File: config.mk
export PLATFORM = sky130hd
export DESIGN_NAME = serial_adder_module_flat
export DESIGN_NICKNAME = d
export VERILOG_FILES = /design/src/rtl/serial_adder_module_if.sv /design/src/rtl/serial_adder_module.sv /design/src/flat_wrapper.sv
export SDC_FILE = /design/constraint.sdc
export NUM_CORES = 1
export LEC_CHECK = 0
export CAP_MARGIN = 10
export CORE_MARGIN = 1.5
export CORE_UTILIZATION = 55
export CTS_CLUSTER_SIZE = 40
export DETAILED_ROUTE_END_ITERATION = 8
export GPL_ROUTABILITY_DRIVEN = 0
export GPL_TIMING_DRIVEN = 0
export PLACE_DENSITY_LB_ADDON = 0.15
export REMOVE_ABC_BUFFERS = 1
export SLEW_MARGIN = 20
export SYNTH_ARGS = -nofsm -noshare
export SYNTH_HDL_FRONTEND = slang
export SYNTH_SLANG_ARGS = --single-unit
File: constraint.sdc
create_clock -name clk -period 4.3 [get_ports clk]
set_input_delay 0.645 -clock clk [delete_from_list [all_inputs] [get_ports clk]]
set_output_delay 0.645 -clock clk [all_outputs]
set_load 0.03 [all_outputs]
File: src/rtl/serial_adder_module_if.sv
// Operand/result bundle for the bit-serial adder.
// SERIAL_ADDER_SUBTRACT_EN adds the sub request line.
interface serial_adder_module_if #(
    parameter int WIDTH = 8
);
    logic             start;
    logic [WIDTH-1:0] a_in;
    logic [WIDTH-1:0] b_in;
    logic             carry_in;
`ifdef SERIAL_ADDER_SUBTRACT_EN
    logic             sub;
`endif
    logic             busy;
    logic             done;
    logic [WIDTH-1:0] sum_out;
    logic             carry_out;

    modport master (
        output start, a_in, b_in, carry_in,
`ifdef SERIAL_ADDER_SUBTRACT_EN
        output sub,
`endif
        input  busy, done, sum_out, carry_out
    );

    modport slave (
        input  start, a_in, b_in, carry_in,
`ifdef SERIAL_ADDER_SUBTRACT_EN
        input  sub,
`endif
        output busy, done, sum_out, carry_out
    );
endinterface

File: src/rtl/serial_adder_module.sv
// Bit-serial adder: one full-adder slice plus carry flop, LSB first, one bit per clock.
// Define SERIAL_ADDER_SUBTRACT_EN to add a sub input (a - b via ~b and carry-in of 1).
module serial_adder_module #(
    parameter int WIDTH = 8
) (
    input  logic                 clk,
    input  logic                 rst_n,
    serial_adder_module_if.slave bus
);
    localparam int CNT_W = $clog2(WIDTH);
    localparam logic [CNT_W-1:0] CNT_LAST = CNT_W'(WIDTH - 1);

    typedef enum logic [1:0] {IDLE, SHIFT, DONE} state_t;

    state_t           r_state;
    state_t           w_state_next;
    logic             w_accept;
    logic             w_last;

    logic [WIDTH-1:0] r_a_sh;
    logic [WIDTH-1:0] r_b_sh;
    logic [WIDTH-1:0] r_sum_sh;
    logic             r_c;
    logic [CNT_W-1:0] r_cnt;
    logic [WIDTH-1:0] r_sum_out;
    logic             r_carry_out;

    logic [WIDTH-1:0] w_b_load;
    logic             w_c_load;
    logic             w_s;
    logic             w_c_next;
    logic [WIDTH-1:0] w_sum_next;

    always_ff @(posedge clk or negedge rst_n) begin
        if (!rst_n) r_state <= IDLE;
        else        r_state <= w_state_next;
    end

    always_comb begin
        w_state_next = r_state;
        w_accept     = 1'b0;
        w_last       = 1'b0;
        case (r_state)
            IDLE: begin
                if (bus.start) begin
                    w_accept     = 1'b1;
                    w_state_next = SHIFT;
                end
            end
            SHIFT: begin
                if (r_cnt == CNT_LAST) begin
                    w_last       = 1'b1;
                    w_state_next = DONE;
                end
            end
            DONE:    w_state_next = IDLE;
            default: w_state_next = IDLE;
        endcase
    end

`ifdef SERIAL_ADDER_SUBTRACT_EN
    assign w_b_load = bus.sub ? ~bus.b_in : bus.b_in;
    assign w_c_load = bus.sub ? 1'b1 : bus.carry_in;
`else
    assign w_b_load = bus.b_in;
    assign w_c_load = bus.carry_in;
`endif

    assign w_s        = r_a_sh[0] ^ r_b_sh[0] ^ r_c;
    assign w_c_next   = (r_a_sh[0] & r_b_sh[0]) | (r_a_sh[0] & r_c) | (r_b_sh[0] & r_c);
    assign w_sum_next = {w_s, r_sum_sh[WIDTH-1:1]};

    always_ff @(posedge clk or negedge rst_n) begin
        if (!rst_n) begin
            r_a_sh      <= '0;
            r_b_sh      <= '0;
            r_sum_sh    <= '0;
            r_c         <= 1'b0;
            r_cnt       <= '0;
            r_sum_out   <= '0;
            r_carry_out <= 1'b0;
        end else if (w_accept) begin
            r_a_sh   <= bus.a_in;
            r_b_sh   <= w_b_load;
            r_c      <= w_c_load;
            r_sum_sh <= '0;
            r_cnt    <= '0;
        end else if (r_state == SHIFT) begin
            r_a_sh   <= {1'b0, r_a_sh[WIDTH-1:1]};
            r_b_sh   <= {1'b0, r_b_sh[WIDTH-1:1]};
            r_c      <= w_c_next;
            r_sum_sh <= w_sum_next;
            // Hold the counter on the final bit so it never wraps.
            if (w_last) begin
                r_sum_out   <= w_sum_next;
                r_carry_out <= w_c_next;
            end else begin
                r_cnt <= r_cnt + CNT_W'(1);
            end
        end
    end

    assign bus.busy      = (r_state == SHIFT);
    assign bus.done      = (r_state == DONE);
    assign bus.sum_out   = r_sum_out;
    assign bus.carry_out = r_carry_out;
endmodule

File: src/flat_wrapper.sv
// flat-port wrapper written by rule: the top's interface ports become plain ports
module serial_adder_module_flat 
#(
    parameter int WIDTH = 8
)
  (clk, rst_n, bus_start, bus_a_in, bus_b_in, bus_carry_in, bus_busy, bus_done, bus_sum_out, bus_carry_out);
  serial_adder_module_if #(.WIDTH(WIDTH)) bus_i ();
  input  logic clk;
  input  logic rst_n;
  input wire logic [$bits(bus_i.start)-1:0] bus_start;
  input wire logic [$bits(bus_i.a_in)-1:0] bus_a_in;
  input wire logic [$bits(bus_i.b_in)-1:0] bus_b_in;
  input wire logic [$bits(bus_i.carry_in)-1:0] bus_carry_in;
  output wire logic [$bits(bus_i.busy)-1:0] bus_busy;
  output wire logic [$bits(bus_i.done)-1:0] bus_done;
  output wire logic [$bits(bus_i.sum_out)-1:0] bus_sum_out;
  output wire logic [$bits(bus_i.carry_out)-1:0] bus_carry_out;
  assign bus_i.start = bus_start;
  assign bus_i.a_in = bus_a_in;
  assign bus_i.b_in = bus_b_in;
  assign bus_i.carry_in = bus_carry_in;
  assign bus_busy = bus_i.busy;
  assign bus_done = bus_i.done;
  assign bus_sum_out = bus_i.sum_out;
  assign bus_carry_out = bus_i.carry_out;
  serial_adder_module #(.WIDTH(WIDTH)) u_core (.clk(clk), .rst_n(rst_n), .bus(bus_i));
endmodule
# Word level (Yosys, flattened, before mapping)
# Index checks and enable logic that the tools add are counted.
# totals
reg_bits	39
wordCells	46
in_bits	20
# op_classes
muxes	18
n_bitwise	8
addsub	1
n_reduce_logical	5
n_eq_ne	6
# ops
cell	count
2-to-1 mux 8 bit	6
2-to-1 mux 3 bit	3
2-to-1 mux 1 bit	6
2-to-1 mux 2 bit	2
!= test 2 x 1 -> 1 bit (second input constant)	2
one-hot mux 2 bit (2 select lines)	1
AND reduction 2 bit	2
adder 3 x 1 -> 3 bit (second input constant)	1
AND 1 bit	3
equality test 3 bit (second input constant)	1
AND reduction 3 bit	1
equality test 2 x 1 -> 1 bit (second input constant)	1
equality test 2 bit (second input constant)	1
zero test 2 bit	1
!= test 2 bit (second input constant)	1
OR 1 bit	2
nonzero test 2 bit	1
XOR 1 bit	2
NOT 1 bit	1

# Depth between registers and ports, before layout
# depth
ltp_word	6
mapped_depth	6

# Least setup slack after synthesis
# Ideal clock, no wire load.
# synth_path
path_kind	flip-flop to output port
from	register u_core.r_state[1]
to	output port bus_done
path_slack_ps	2375
t_arrival_ps	1280
stages_incl_launch_ff	5
cell_sequence	dfrtp_1 buf_6 clkinv_1 clkbuf_1 nor2_1
# synth_between
elab_chain_cells	1
# synth_rtl
element	line_no	rtl
start: declaration	serial_adder_module.sv:15	state_t r_state;
start signal: assignment	serial_adder_module.sv:36	else r_state <= w_state_next;
equality test 2 bit	serial_adder_module.sv:104	assign bus.done = (r_state == DONE);
end: declaration	flat_wrapper.sv:15	output wire logic [$bits(bus_i.done)-1:0] bus_done;
# Every way passes these cells.

# Worst setup path in the final report
# Same ends and word-level chain as after synthesis.

==> impl_metrics.toml <==
[synth]
ys_async_sr_fraction = 1.00
syn_inst = 144
synth_ff_type = "sky130_fd_sc_hd__dfrtp_1"
number_of_enable_flip_flop_cells_after_synthesis = 0
portion_of_the_post_synthesis_area_used_by_sequential_elements = 0.545
syn-mean-instance-area_sq_um = 12.1
syn_area_sq_um = 1750
ys_warn_count = 0
yosys_register_bits = 38
synth.distinct_cells = 26

[sta]
skew_ns = 0.00534
rsz_0062_raised_after_global_routing = "no"
worstMarginPinSlew_ns = 0.533
fmax_mhz = 314
period_minus_slack_ns = 3.18
slew_violations = 0
finalSetupViolations = 0
fin_crit_sh = 0.741
slew-limit-headroom = 0.644
final_total_negative_setup_slack_ns = 0
timing.final.hold_violations = 0
setup_ws_ns = 1.12

[power_and_ir_drop]
vdd_drop_max_mv = 0.313
p_per_area_nw_per_um2 = 735
total_leakage_power_nw = 0.936
power.clock.fraction = 0.152
power.share.switching = 0.374
power_frac_comb = 0.432
power_switching_uw = 584
power.sequential.fraction = 0.417
p_int_uw = 975

[flow_run]
drv_cap = 0

[cts]
number_of_clock_sinks = 38
cts_max_path_buffers = 2
worst_skew_pair.late_latency_ns = 0.34
postCtsHoldBufs = 0
ctsHtreeMaxLevel = 2
ctsResizeCount = 0
cts_buffers = 5
clk_transition_reported_paths_ns = 0.11
post_cts_setup_buffer_count = 0
tritoncts = "yes"
cts.root.buffer_cell = "sky130_fd_sc_hd__clkbuf_4"

[detailed_routing]
remaining_drc_errors = 0
firstDrtPassIters = 4
ant_nets = 0
dr_total_vias = 1242
starting_drc_count_in_detailed_routing = 69
routed_wire_length_per_instance_um = 15.4
route.detailed.vias_per_inst = 5.70
postRouteWirelength_um = 3360

[cells_and_area]
fill_cell_count = 242
final_cell_area_sq_um = 2120
layout.cells.most_common = "sky130_fd_sc_hd__dfrtp_1"
combined_area_of_the_multi_input_logic_cells_sq_um = 688
mostFrequentLayoutCells = "38 x sky130_fd_sc_hd__dfrtp_1, 29 x sky130_fd_sc_hd__clkdlybuf4s50_1, 19 x sky130_fd_sc_hd__nor2_1, 12 x sky130_fd_sc_hd__a21oi_1, 11 x sky130_fd_sc_hd__o22ai_1"
layout-drive-gt1-share = 0.144
n_antenna_cell = 0
nets = 196
syn2layout_area_growth_pct = 21.6
final-seq-area_sq_um = 951

[setup_path]
crit_chain = "clkinv_1, nor2_1, clkdlybuf4s50_1"
reg2reg_depth = 3
startpoint_type = "flip-flop"
arrival_ns = 2.54
end_kind = "output port"
critical_path_fanouts_max = 17
stage_delay_of_the_slowest_cell_on_the_critical_path_ns = 0.69
worst_ep_required_time_ns = 3.65
path_class = "reg -> out"
crit_path_top_delay_cell = "sky130_fd_sc_hd__dfrtp_1"

[floorplanning]
floorplan.initialDensity = 0.576
dieWidth_um = 59.3
floorplan.die_area_sq_um = 3520
core_area_sq_um = 3030
die-height_um = 59.3
pin_count = 31
std_cell_rows = 20

[global_route]
grt_start_max_net_pins = 26
antenna_found_initial = 0
track_usage = 0.222
grt_first_pass_wirelength_um = 5690
number_of_global_route_vias_before_repair = 1186
global_route.overflow_total = 0

[place]
dpl_cell_area_sq_um = 2040
numPortBuffers = 30
half_perimeter_wire_length_after_detailed_placement_um = 2340
post_place_setup_slack_ns = 1.50

[outcome]
status = "finished clean"

[hold_path]
worst_hold_path_type = "in -> async"
cell usage after synthesis, types with 2 or more instances:
master                      count  area (sq um)
sky130_fd_sc_hd__a21oi_1       12          60.1
sky130_fd_sc_hd__a22o_1         7          61.3
sky130_fd_sc_hd__a22oi_1        2          15.0
sky130_fd_sc_hd__a32oi_1        2          17.5
sky130_fd_sc_hd__buf_4          2          15.0
sky130_fd_sc_hd__buf_6          5          56.3
sky130_fd_sc_hd__clkbuf_1       2          7.51
sky130_fd_sc_hd__clkinv_1       2          7.51
sky130_fd_sc_hd__dfrtp_1       38           951
sky130_fd_sc_hd__ha_1           2          25.0
sky130_fd_sc_hd__mux2_4         9           135
sky130_fd_sc_hd__nand2_1        4          15.0
sky130_fd_sc_hd__nand2b_4       2          27.5
sky130_fd_sc_hd__nor2_1        19          71.3
sky130_fd_sc_hd__nor3_1         9          45.0
sky130_fd_sc_hd__nor4b_1        2          17.5
sky130_fd_sc_hd__o22ai_1       11          68.8
sky130_fd_sc_hd__o2bb2ai_1      3          26.3
sky130_fd_sc_hd__o32ai_1        4          35.0
worst max-delay path: cells and delay by family, from the launching register on:
family	cells	cell delay, ns
simple gates	1	0.22
buf+inv	2	1.28
flops	1	0.69
through the flow:
| step | power [mW] | std cells | util | hold slack [ns] |
|---|---|---|---|---|
| after global placement | 1.28 | 209 | 0.668 | 0.483 |
| after detailed placement | 1.33 | 210 | 0.675 | 0.483 |
| after global routing | 1.67 | 218 | 0.701 | 0.203 |
| after CTS | 1.57 | 218 | 0.701 | 0.204 |
| final | 1.56 | 218 | 0.701 | 0.207 |
| after floorplan | 1.11 | 135 | - | 0.349 |
metal layers:
metal,track usage,routed length [um],vias up,part of all wire
li1,-,-,585,-
met1,0.280,1470,620,0.44
met2,0.366,1680,29,0.50
met3,0.0677,154,8,0.046
met5,0,0,-,0
met4,0.0682,61,0,0.018
final cells by class:
cell class / count / area share
clock inverter: 3 / 0.0189
sequential: 38 / 0.448
clock buffer: 5 / 0.0177
timing repair buffer: 31 / 0.152
tap: 44 / 0.0259
inverter: 4 / 0.0130
multi-input combinational: 93 / 0.324
cell families (layout without fill, tap and decap cells):
family	Yosys count	in the layout	share of synthesized area
buffers and inverters	13	43	0.0609
AO/OA/AOI/OAI	42	42	0.168
flip-flops	38	38	0.545
adder cells (fa/ha/maj)	3	3	0.0258
multiplexers	9	9	0.0774
AND/OR/NAND/NOR	39	39	0.123
registers in the layout, indices dropped and copies added, names as in the netlist:
register / count
u_core.r_cnt: 3
u_core.r_c: 1
u_core.r_b_sh: 8
u_core.r_a_sh: 8
u_core.r_state: 2
u_core.r_sum_sh: 7
u_core.bus.sum_out: 8
u_core.bus.carry_out: 1
power by group through the flow:
stage / Clock [mW] / Combinational, mW / Sequential [mW]
floorplan: 0 / 0.410 / 0.696
global placement: 0 / 0.642 / 0.642
detailed placement: 0 / 0.672 / 0.655
CTS: 0.241 / 0.679 / 0.649
global route: 0.259 / 0.737 / 0.670
finish: 0.236 / 0.673 / 0.650
worst paths after layout:
path	to	slack (ns)	from
hold reg to reg	u_core.r_sum_sh[1]	0.51	u_core.r_sum_sh[1]
hold / removal	u_core.r_cnt[0]	0.21	rst_n
min in group clk	u_core.r_sum_sh[1]	0.51	u_core.r_sum_sh[1]
setup reg to reg	u_core.r_sum_sh[5]	2.48	u_core.r_state[1]
setup / recovery	bus_done	1.12	u_core.r_state[1]
max in group asynchronous	u_core.r_a_sh[1]	3.65	rst_n
Note: power is estimated with default switching activity, not from simulation.
